<file path="src/rtl/pipeline_hazard_ctrl.sv">
// Stall/flush sequencer for the 5-stage pipe: load-use bubble, EX redirect, MEM wait freeze, memory timeout.
// Controls are combinational (zero latency); optional perf counters under HAZARD_PERF_CNT_EN.
`timescale 1ns/1ps
module pipeline_hazard_ctrl #(
  parameter int unsigned WAIT_W   = 8,
  parameter int unsigned MAX_WAIT = 200
`ifdef HAZARD_PERF_CNT_EN
  , parameter int unsigned CNT_W  = 32
`endif
) (
  input  logic             clk,
  input  logic             rst_n,
  input  logic [4:0]       id_rs1_addr_i,
  input  logic [4:0]       id_rs2_addr_i,
  input  logic             id_uses_rs1_i,
  input  logic             id_uses_rs2_i,
  input  logic [4:0]       ex_rd_addr_i,
  input  logic             ex_mem_read_i,
  input  logic             ex_branch_taken_i,
  input  logic             mem_req_i,
  input  logic             dmem_ready_i,
  input  logic             flush_all_i,
  output logic             pc_stall_o,
  output logic             if_id_stall_o,
  output logic             if_id_flush_o,
  output logic             id_ex_stall_o,
  output logic             id_ex_flush_o,
  output logic             ex_mem_stall_o,
  output logic             ex_mem_flush_o,
  output logic             mem_wb_flush_o,
  output logic [1:0]       state_o,
`ifdef HAZARD_PERF_CNT_EN
  output logic [CNT_W-1:0] perf_lu_cnt_o,
  output logic [CNT_W-1:0] perf_wait_cnt_o,
  output logic [CNT_W-1:0] perf_flush_cnt_o,
`endif
  output logic             timeout_err_o
);

  typedef enum logic [1:0] {
    ST_RUN       = 2'b00,
    ST_LU_BUBBLE = 2'b01,
    ST_MEM_WAIT  = 2'b10
  } state_e;

  localparam logic [WAIT_W-1:0] MAX_WAIT_C = WAIT_W'(MAX_WAIT);

  state_e            state_q, state_d;
  logic [WAIT_W-1:0] wait_cnt_q, wait_cnt_d;
  logic              timeout_q, timeout_d;
  logic              mem_busy, lu_haz, rs1_hit, rs2_hit;
  logic              lu_take, br_take;

  always_comb begin
    rs1_hit  = id_uses_rs1_i && (id_rs1_addr_i == ex_rd_addr_i);
    rs2_hit  = id_uses_rs2_i && (id_rs2_addr_i == ex_rd_addr_i);
    lu_haz   = ex_mem_read_i && (ex_rd_addr_i != 5'd0) && (rs1_hit || rs2_hit);
    mem_busy = mem_req_i && !dmem_ready_i;
  end

  // Priority chain: trap > memory freeze > EX redirect > load-use (RUN only).
  always_comb begin
    pc_stall_o     = 1'b0;
    if_id_stall_o  = 1'b0;
    if_id_flush_o  = 1'b0;
    id_ex_stall_o  = 1'b0;
    id_ex_flush_o  = 1'b0;
    ex_mem_stall_o = 1'b0;
    ex_mem_flush_o = 1'b0;
    mem_wb_flush_o = 1'b0;
    lu_take        = 1'b0;
    br_take        = 1'b0;
    state_d        = ST_RUN;
    if (!rst_n) begin
      state_d = ST_RUN;
    end else if (flush_all_i) begin
      if_id_flush_o  = 1'b1;
      id_ex_flush_o  = 1'b1;
      ex_mem_flush_o = 1'b1;
      mem_wb_flush_o = 1'b1;
    end else if (mem_busy) begin
      pc_stall_o     = 1'b1;
      if_id_stall_o  = 1'b1;
      id_ex_stall_o  = 1'b1;
      ex_mem_stall_o = 1'b1;
      mem_wb_flush_o = 1'b1;
      state_d        = ST_MEM_WAIT;
    end else if (ex_branch_taken_i) begin
      if_id_flush_o  = 1'b1;
      id_ex_flush_o  = 1'b1;
      br_take        = 1'b1;
    end else if (state_q == ST_RUN && lu_haz) begin
      pc_stall_o     = 1'b1;
      if_id_stall_o  = 1'b1;
      id_ex_flush_o  = 1'b1;
      lu_take        = 1'b1;
      state_d        = ST_LU_BUBBLE;
    end
  end

  always_comb begin
    wait_cnt_d = '0;
    timeout_d  = timeout_q;
    if (!flush_all_i && mem_busy) begin
      wait_cnt_d = (wait_cnt_q == {WAIT_W{1'b1}}) ? wait_cnt_q : wait_cnt_q + WAIT_W'(1);
      if (wait_cnt_d >= MAX_WAIT_C) begin
        timeout_d = 1'b1;
      end
    end
  end

  always_ff @(posedge clk or negedge rst_n) begin
    if (!rst_n) begin
      state_q    <= ST_RUN;
      wait_cnt_q <= '0;
      timeout_q  <= 1'b0;
    end else begin
      state_q    <= state_d;
      wait_cnt_q <= wait_cnt_d;
      timeout_q  <= timeout_d;
    end
  end

  assign state_o       = state_q;
  assign timeout_err_o = timeout_q;

`ifdef HAZARD_PERF_CNT_EN
  logic [CNT_W-1:0] perf_lu_q, perf_lu_d;
  logic [CNT_W-1:0] perf_wait_q, perf_wait_d;
  logic [CNT_W-1:0] perf_flush_q, perf_flush_d;

  always_comb begin
    perf_lu_d    = perf_lu_q + CNT_W'(lu_take);
    perf_wait_d  = perf_wait_q + CNT_W'(mem_busy);
    perf_flush_d = perf_flush_q + CNT_W'(br_take || flush_all_i);
  end

  always_ff @(posedge clk or negedge rst_n) begin
    if (!rst_n) begin
      perf_lu_q    <= '0;
      perf_wait_q  <= '0;
      perf_flush_q <= '0;
    end else begin
      perf_lu_q    <= perf_lu_d;
      perf_wait_q  <= perf_wait_d;
      perf_flush_q <= perf_flush_d;
    end
  end

  assign perf_lu_cnt_o    = perf_lu_q;
  assign perf_wait_cnt_o  = perf_wait_q;
  assign perf_flush_cnt_o = perf_flush_q;
`endif

endmodule

</file>
<file path="config.mk">
export PLATFORM = sky130hd
export DESIGN_NAME = pipeline_hazard_ctrl
export DESIGN_NICKNAME = d
export VERILOG_FILES = /design/src/rtl/pipeline_hazard_ctrl.sv
export SDC_FILE = /design/constraint.sdc
export NUM_CORES = 1
export LEC_CHECK = 0
export BUFFER_PORTS_ARGS = -buffer_cell sky130_fd_sc_hd__buf_2
export CORE_MARGIN = 2
export CORE_UTILIZATION = 49
export DETAILED_ROUTE_END_ITERATION = 8
export PLACE_DENSITY = 0.83
export SLEW_MARGIN = 20
export SYNTH_ARGS = -nofsm -noshare
export SYNTH_HDL_FRONTEND = slang
export SYNTH_SLANG_ARGS = --single-unit
</file>
<file path="constraint.sdc">
create_clock -name clk -period 5.1 [get_ports clk]
set_clock_uncertainty 0.15 [all_clocks]
set_input_delay 1.02 -clock clk [delete_from_list [all_inputs] [get_ports clk]]
set_output_delay 1.02 -clock clk [all_outputs]
set_load 0.03 [all_outputs]
</file>
==> flow_metrics.py, run 1 <==
metrics = {
    "setup_path": {
        "critPathMaxFanout": 3,
        "worst-r2r-cell-count": 5,
        "cp.required_ps": 3930,
        "endpoint_kind": "primary output",
        "critPathLaunchType": "input pin",
        "crit_type": "input pin to primary output",
        "critPathLaunch": "ex_rd_addr_i[1]",
        "worst_r2r_endpoint": "timeout_err_o",
        "ff2ff_setup_slack_ps": 3280,
        "crit_arrival_ps": 2270,
        "r2r_start": "wait_cnt_q[0]",
    },
    "timing": {
        "drv_slew": 0,
        "finalCritPeriodShare_pct": 67.5,
        "relSlewSlack_pct": 77.3,
        "finalHoldViolCount": 0,
        "setup_slack_ps": 1660,
        "finalSetupViolCount": 0,
        "worst_pin_slew_ps": 340,
        "post-route-min-period_ps": 3440,
        "fmax_mhz": 291,
        "fin_tns_setup_ps": 0,
        "rsz0062_at_grt": "false",
    },
    "final_layout": {
        "final_common_cell": "buf_2",
        "post-route-util_pct": 64.0,
        "synthToLayoutAreaGrowth_pct": 23.0,
        "ff_latch_area_sq_um": 275,
        "layout-drive-gt1-share_pct": 34.5,
        "fin_area_sq_um": 963,
        "num-fill-cells": 131,
        "multi_input_area_sq_um": 464,
        "most-common-layout-cells": "34 x buf_2, 11 x dfrtp_1, 9 x xor2_1, 9 x nor2_1",
        "nets": 142,
        "antenna_cells": 0,
    },
    "floorplan": {
        "num_rows": 14,
        "core_sq_mm": 0.00151,
        "die_x_microns": 44.0,
        "initial_core_util_pct": 52.0,
        "die_y_microns": 44.0,
        "design.die.area_sq_mm": 0.00193,
        "io_pins": 35,
    },
    "clock_tree": {
        "cts_made_buffers": 3,
        "cts.sinks": 11,
        "clk_pin_slew_worst_paths_ps": 70,
        "cts_tree": "built",
        "ctsHoldBuffers": 0,
        "cts_max_level": 1,
        "cts_setup_buffers": 0,
        "worstSkewPairLatency_ps": 270,
        "cts.path.max_buffers": 2,
        "cts-root-buf": "clkbuf_4",
        "ctsResizeCount": 0,
    },
    "drt": {
        "vias_per_cell": 5.74,
        "drt_iter0_drc": 7,
        "dr_total_vias": 758,
        "wl_met3_microns": 132,
        "wl_met1_microns": 718,
        "antenna_left": 0,
        "drc": 0,
        "wl_per_cell_microns": 13.4,
        "routed.top_layer": "met4",
        "firstDrtPassIters": 4,
        "wl_met2_microns": 901,
        "routed_wl_mm": 1.77,
    },
    "worst_hold_path": {
        "min_to": "wait_cnt_q[2]",
        "worstHoldStart": "wait_cnt_q[2]",
        "whs_path_depth": 1,
        "hold_class": "register to register",
    },
    "job": {
        "maxCapViolCount": 0,
    },
    "placed_design": {
        "place_ws_ps": 1630,
        "dpl-instance-area_sq_um": 937,
        "gp_routability_congestion": 0.859,
        "hpwl_mm": 1.41,
        "portBuffers": 34,
    },
    "grt": {
        "antenna_found_initial": 0,
        "grt_max_degree": 15,
        "grt_pass1_vias": 743,
        "grt.overflow.total": 0,
        "grt_pass1_wl_mm": 2.93,
        "grt_usage_pct": 20.4,
    },
    "synth": {
        "netlist_area_sq_um": 783,
        "syn_nets": 108,
        "async_reset_ff_share_pct": 100,
        "synth_seq_area_share_pct": 35.1,
        "synth_top_family_by_area": "simple AND/OR/NAND/NOR gates",
        "synth_cells": 83,
        "synth-simple-area-share_pct": 26.7,
        "synthMuxAreaShare_pct": 1.28,
        "syn-mean-instance-area_sq_um": 9.44,
        "yosys.area_share.adder_pct": 1.60,
        "synth_warnings": 0,
        "ys.flop_type": "dfrtp_1",
        "synth_xor_area_share_pct": 13.4,
        "ys_ff_latch": 11,
        "synth_cell_types": 38,
        "synth_compound_area_share_pct": 16.3,
        "synth_edf_count": 0,
    },
    "pwr": {
        "p_leak_nw": 0.473,
        "power_density_mw_per_mm2": 194,
        "ir_drop_v": 0.000141,
    },
    "outcome": {
        "status": "completed",
    },
}
[worst max-delay path, stage by stage]
cell	delay (ps)
buf_2	120
or4_1	530
o21ai_1	210
or2_1	140
o21bai_1	60
buf_2	190
[sequential cells by signal, indices dropped and copies added (netlist names)]
| register | count |
|---|---|
| wait_cnt_q | 8 |
| state_o | 2 |
| timeout_err_o | 1 |
[layout make-up]
cell class	count	area share (%)
flip-flops and latches	11	28.6
inverters	2	0.779
repair buffers	34	17.7
well taps	16	2.08
multi-input cells	65	48.2
clock buffers	4	2.73
[power breakdown]
| group | internal, W | total [W] | switching [W] |
|---|---|---|---|
| clock | 0.0000304 | 0.0000603 | 0.0000299 |
| combinational | 0.0000160 | 0.0000380 | 0.0000220 |
| sequential | 0.0000878 | 0.0000883 | 0.000000526 |
| total | 0.000134 | 0.000187 | 0.0000524 |
[layer usage]
metal,track usage [%],up-vias
met5,0,-
met4,7.27,0
met3,4.17,3
met2,37.9,30
met1,22.5,354
li1,-,371
[kinds of logic (layout without fill, tap and decap cells)]
group / Yosys count / in the layout
XOR/XNOR: 12 / 12
buffers and inverters: 7 / 40
flip-flops: 11 / 11
AO/OA/AOI/OAI: 18 / 18
AND/OR/NAND/NOR: 33 / 33
multiplexers: 1 / 1
adder cells (fa/ha/maj): 1 / 1
[synthesized netlist by cell type (all sizes together) (3+ instances only)]
library cell / n / share of area, %
a21oi: 4 / 2.6
a31oi: 4 / 3.2
and2: 3 / 2.4
and4: 3 / 3.4
buf: 5 / 4.6
dfrtp: 11 / 35
nor2: 9 / 4.3
nor4: 3 / 2.4
xnor2: 3 / 3.4
xor2: 9 / 10
[worst max path at each step]
| stage | endpoint | slack [ps] | cells after the start |
|---|---|---|---|
| 2_1_floorplan | pc_stall_o | 1230 | 5 |
| 3_3_place_gp | pc_stall_o | 1670 | 6 |
| 3_5_place_dp | if_id_stall_o | 1630 | 6 |
| 4_1_cts | if_id_stall_o | 1640 | 6 |
| 5_1_grt | pc_stall_o | 1500 | 6 |
| 6_report | if_id_stall_o | 1660 | 6 |
[through the flow]
stage	total power, W	cells	hold slack [ps]
2_1_floorplan	0.000110	83	341
3_3_place_gp	0.000127	128	374
3_5_place_dp	0.000128	128	378
4_1_cts	0.000186	132	388
5_1_grt	0.000194	132	429
6_report	0.000187	132	391
Note: power is estimated with default switching activity, not from simulation.
==> run 2: changes to the inputs <==
CORE_ASPECT_RATIO = 1.25   (was unset)
CORE_UTILIZATION = 41   (was 49)
PLACE_DENSITY = 0.74   (was 0.83)
clock period = 2.79 ns   (was 5.1 ns; I/O delays follow)
==> run 2 against run 1 <==
Cell count up 3.8%. Die area grew 18%. Sequential power is 82% higher. Highest routed layer unchanged. Critical path type unchanged. Critical endpoint unchanged.
==> flow_metrics.py, run 2 (synthesis gave the netlist of run 1 again) <==
metrics = {
    "final_layout": {
        "synthToLayoutAreaGrowth_pct": 25.7,
        "antenna_cells": 0,
        "layout-drive-gt1-share_pct": 36.4,
        "most-common-layout-cells": "34 x buf_2, 11 x dfrtp_1, 9 x xor2_1",
        "final_common_cell": "buf_2",
        "largest_register_ff_count": 8,
        "post-route-util_pct": 55.1,
        "nets": 144,
        "regMostFlops": "wait_cnt_q",
    },
    "timing": {
        "fmax_mhz": 400,
        "worst_pin_slew_ps": 329,
        "post-route-min-period_ps": 2500,
        "finalSetupViolCount": 0,
        "fin_tns_setup_ps": 0,
        "hold_ws_ps": 76.0,
        "relSlewSlack_pct": 78.1,
        "finalHoldViolCount": 0,
        "drv_slew": 0,
        "setup_slack_ps": 289,
        "rsz0062_at_grt": "false",
        "finalCritPeriodShare_pct": 89.6,
    },
    "clock_tree": {
        "cts_made_buffers": 3,
        "clk_pin_slew_worst_paths_ps": 70,
        "worstSkewPairLatency_ps": 280,
        "cts_max_level": 1,
        "cts-root-buf": "clkbuf_4",
        "cts_tree": "built",
        "cts.path.max_buffers": 2,
        "ctsResizeCount": 0,
        "ctsHoldBuffers": 0,
        "cts.sinks": 11,
        "cts_setup_buffers": 0,
    },
    "grt": {
        "grt_pass1_vias": 677,
        "antenna_found_initial": 0,
        "grt_pass1_wl_mm": 2.74,
        "grt.overflow.total": 0,
        "grt_max_degree": 14,
        "grt_usage_pct": 16.4,
    },
    "drt": {
        "antenna_left": 0,
        "vias_per_cell": 5.55,
        "drt_iter0_drc": 29,
        "drc": 0,
        "routed_wl_mm": 1.72,
        "firstDrtPassIters": 4,
        "dr_total_vias": 760,
        "wl_per_cell_microns": 12.6,
    },
    "setup_path": {
        "ff2ff_setup_slack_ps": 980,
        "critPathLaunchType": "input pin",
        "crit_type": "input pin to primary output",
        "crit_arrival_ps": 1790,
        "endpoint_kind": "primary output",
        "cp.required_ps": 2080,
        "critPathMaxFanout": 3,
    },
    "floorplan": {
        "num_rows": 17,
        "io_pins": 35,
        "initial_core_util_pct": 43.8,
        "die_x_microns": 43.1,
        "die_y_microns": 52.9,
        "design.die.area_sq_mm": 0.00228,
        "core_sq_mm": 0.00179,
    },
    "pwr": {
        "p_int_w": 0.000247,
        "p_switching_w": 0.0000991,
        "swShare_pct": 28.6,
        "clkPwrFrac_pct": 32.7,
        "p_total_w": 0.000346,
        "p_leak_nw": 0.482,
        "comb_power_share_pct": 20.6,
        "p_seq_share_pct": 46.7,
        "ir_drop_v": 0.000222,
        "power_density_mw_per_mm2": 351,
    },
    "placed_design": {
        "gp_routability_congestion": 0.883,
        "place_ws_ps": 284,
        "hpwl_mm": 1.39,
        "portBuffers": 34,
    },
    "job": {
        "maxCapViolCount": 0,
    },
    "worst_hold_path": {
        "hold_class": "input pin to async pin",
    },
    "outcome": {
        "status": "completed",
    },
}
run 2: final timing paths:
| path | endpoint | depth (start not counted) | startpoint |
|---|---|---|---|
| min in group clk | state_o[0] | 3 | ex_branch_taken_i |
| max | if_id_stall_o | 6 | ex_rd_addr_i[1] |
| min reg2reg | wait_cnt_q[2] | 1 | wait_cnt_q[2] |
| max reg2reg | timeout_err_o | 5 | wait_cnt_q[0] |
| min | wait_cnt_q[2] | 2 | rst_n |
| max in group asynchronous | state_o[1] | 2 | rst_n |
run 2: power by group through the flow:
| stage | Combinational (W) | Clock, W | Sequential, W |
|---|---|---|---|
| 2_1_floorplan | 0.0000369 | 0 | 0.000165 |
| 3_3_place_gp | 0.0000702 | 0 | 0.000165 |
| 3_5_place_dp | 0.0000722 | 0 | 0.000165 |
| 4_1_cts | 0.0000724 | 0.000113 | 0.000161 |
| 5_1_grt | 0.0000787 | 0.000124 | 0.000162 |
| 6_report | 0.0000712 | 0.000113 | 0.000161 |
run 2: worst max-delay path, stage by stage:
cell	delay (ps)
buf_2	120
or4_1	520
o21ai_1	200
or2_1	140
o21bai_1	60
buf_2	190
run 2: through the flow:
step / instances / area, sq um
6_report: 137 / 985
5_1_grt: 137 / 985
4_1_cts: 137 / 985
3_5_place_dp: 133 / 958
3_3_place_gp: 133 / 958
2_1_floorplan: 83 / 786
run 2: layout make-up:
class	count	area (sq um)
multi-input cells	65	467
well taps	19	23.8
flip-flops and latches	11	275
repair buffers	36	185
inverters	2	7.51
fillers	165	802
clock buffers	4	26.3
run 2: per-layer routing:
layer	GRT usage [%]	vias to the layer above	wire length [microns]	part of all wire, %
met5	0	-	0	0
met4	9.09	0	35	2.0
met3	3.07	4	132	7.7
met2	29.4	29	898	52
met1	17.8	353	655	38
li1	-	374	-	-
==> run 3: changes to the inputs <==
CORE_ASPECT_RATIO = unset   (was 1.25)
==> run 3 against run 2 <==
Combinational power hardly changed. Wire length is 1.9% higher. Flip-flop and latch count stayed put. Largest power group unchanged. First-iteration DRC count is 48% lower. Hold slack worse by 7.4 ps. Critical path type unchanged. Largest cell class unchanged. Setup slack worse by 24 ps. Global-route usage is 2.7 points higher. Die area is 0.11% lower.
==> flow_metrics.py, run 3 (synthesis gave the netlist of run 1 again) <==
metrics = {
    "clock_tree": {
        "cts_tree": "built",
        "cts.path.max_buffers": 2,
        "cts_max_level": 1,
        "ctsResizeCount": 0,
        "cts_setup_buffers": 0,
        "clk_pin_slew_worst_paths_ps": 70,
        "cts.sinks": 11,
        "ctsHoldBuffers": 0,
        "worstSkewPairLatency_ps": 260,
        "cts-root-buf": "clkbuf_4",
        "cts_made_buffers": 3,
    },
    "setup_path": {
        "critPathMaxFanout": 3,
        "critPathSlowestCell": "or4_1",
        "path_buf_inv": 2,
        "cpMostUsedCell": "buf_2",
        "worstPathCellList": "buf_2, or4_1, o21ai_1, or2_1, o21bai_1, buf_2",
        "worst_r2r_endpoint": "timeout_err_o",
        "slowest_delay_ps": 540,
        "cp.required_ps": 2080,
        "endpoint_kind": "primary output",
        "ff2ff_setup_slack_ps": 970,
        "crit_type": "input pin to primary output",
        "cpLargestDelayFamily": "simple AND/OR/NAND/NOR gates",
        "critPathLaunch": "ex_rd_addr_i[1]",
        "r2r_start": "wait_cnt_q[0]",
        "crit_arrival_ps": 1820,
        "critPathLaunchType": "input pin",
        "worst-r2r-cell-count": 5,
    },
    "placed_design": {
        "hpwl_mm": 1.41,
        "portBuffers": 34,
        "gp_routability_congestion": 0.829,
    },
    "timing": {
        "drv_slew": 0,
        "post-route-min-period_ps": 2530,
        "worst_pin_slew_ps": 322,
        "fin_tns_setup_ps": 0,
        "fmax_mhz": 396,
        "finalCritPeriodShare_pct": 90.5,
        "finalHoldViolCount": 0,
        "relSlewSlack_pct": 78.2,
        "rsz0062_at_grt": "false",
        "finalSetupViolCount": 0,
    },
    "drt": {
        "routed_wl_mm": 1.75,
        "drt_iter0_drc": 15,
        "drc": 0,
        "vias_per_cell": 5.17,
        "dr_total_vias": 739,
        "antenna_left": 0,
        "firstDrtPassIters": 4,
        "wl_per_cell_microns": 12.3,
    },
    "floorplan": {
        "num_rows": 15,
        "initial_core_util_pct": 44.4,
        "die_y_microns": 47.7,
        "io_pins": 35,
        "die_x_microns": 47.7,
        "design.die.area_sq_mm": 0.00228,
        "core_sq_mm": 0.00176,
    },
    "job": {
        "maxCapViolCount": 0,
    },
    "final_layout": {
        "largest_register_ff_count": 8,
        "final_common_cell": "buf_2",
        "synthToLayoutAreaGrowth_pct": 26.7,
        "most-common-layout-cells": "34 x buf_2, 11 x dfrtp_1, 9 x xor2_1",
        "antenna_cells": 0,
        "regMostFlops": "wait_cnt_q",
        "num-fill-cells": 174,
        "layout-drive-gt1-share_pct": 36.4,
        "nets": 144,
    },
    "pwr": {
        "ir_drop_v": 0.000161,
        "p_leak_nw": 0.482,
        "power_density_mw_per_mm2": 344,
        "p_total_w": 0.000341,
    },
    "grt": {
        "antenna_found_initial": 0,
        "grt_usage_pct": 19.1,
        "grt_max_degree": 14,
        "grt_pass1_vias": 729,
        "grt.overflow.total": 0,
        "grt_pass1_wl_mm": 3.08,
    },
    "outcome": {
        "status": "completed",
    },
    "worst_hold_path": {
        "hold_class": "input pin to async pin",
    },
}
-- run 3: layout make-up --
| cell class | instances | area (sq um) | area share [%] |
|---|---|---|---|
| tap | 25 | 31.3 | 3.15 |
| inverter | 2 | 7.51 | 0.757 |
| sequential | 11 | 275 | 27.7 |
| clock buffer | 4 | 26.3 | 2.65 |
| multi-input combinational | 65 | 467 | 47.0 |
| timing repair buffer | 36 | 185 | 18.7 |
-- run 3: worst max path at each step --
stage                     to  slack, ps  cells past startpoint
6_report          pc_stall_o        260                      6
5_1_grt        id_ex_flush_o        130                      6
4_1_cts        if_id_stall_o        270                      6
3_5_place_dp   if_id_stall_o        270                      6
3_3_place_gp   id_ex_flush_o        290                      6
2_1_floorplan     pc_stall_o         30                      5
-- run 3: routing by layer --
layer | global-route usage, % | wire [microns] | part of all wire [%]
met1 | 24.1 | 797 | 45
met2 | 32.5 | 899 | 51
met3 | 3.77 | 57 | 3.2
met4 | 5.95 | 0 | 0
met5 | 0 | 0 | 0
-- run 3: worst reg2reg max path, stage by stage, from the launching register on --
cell and delay [ps]:
dfrtp_1 420, ha_1 260, and4_1 290, a22o_1 250, a311oi_1 260, a31oi_1 60
-- run 3: report_power, final --
group	internal [W]	switching, W
clock network	0.0000553	0.0000531
registers	0.000160	0.00000111
logic	0.0000309	0.0000402
-- run 3: metrics by stage --
| step | setup WS, ps | cells | util, % | hold slack [ps] | area, sq um |
|---|---|---|---|---|---|
| detailed placement | 270 | 139 | 54.8 | 357 | 966 |
| finish | 265 | 143 | 56.2 | 68.7 | 992 |
| floorplan | 32.3 | 83 | - | 112 | 786 |
| global route | 127 | 143 | 56.2 | 82.1 | 992 |
| global placement | 295 | 139 | 54.8 | 366 | 966 |
| CTS | 266 | 143 | 56.2 | 70.3 | 992 |
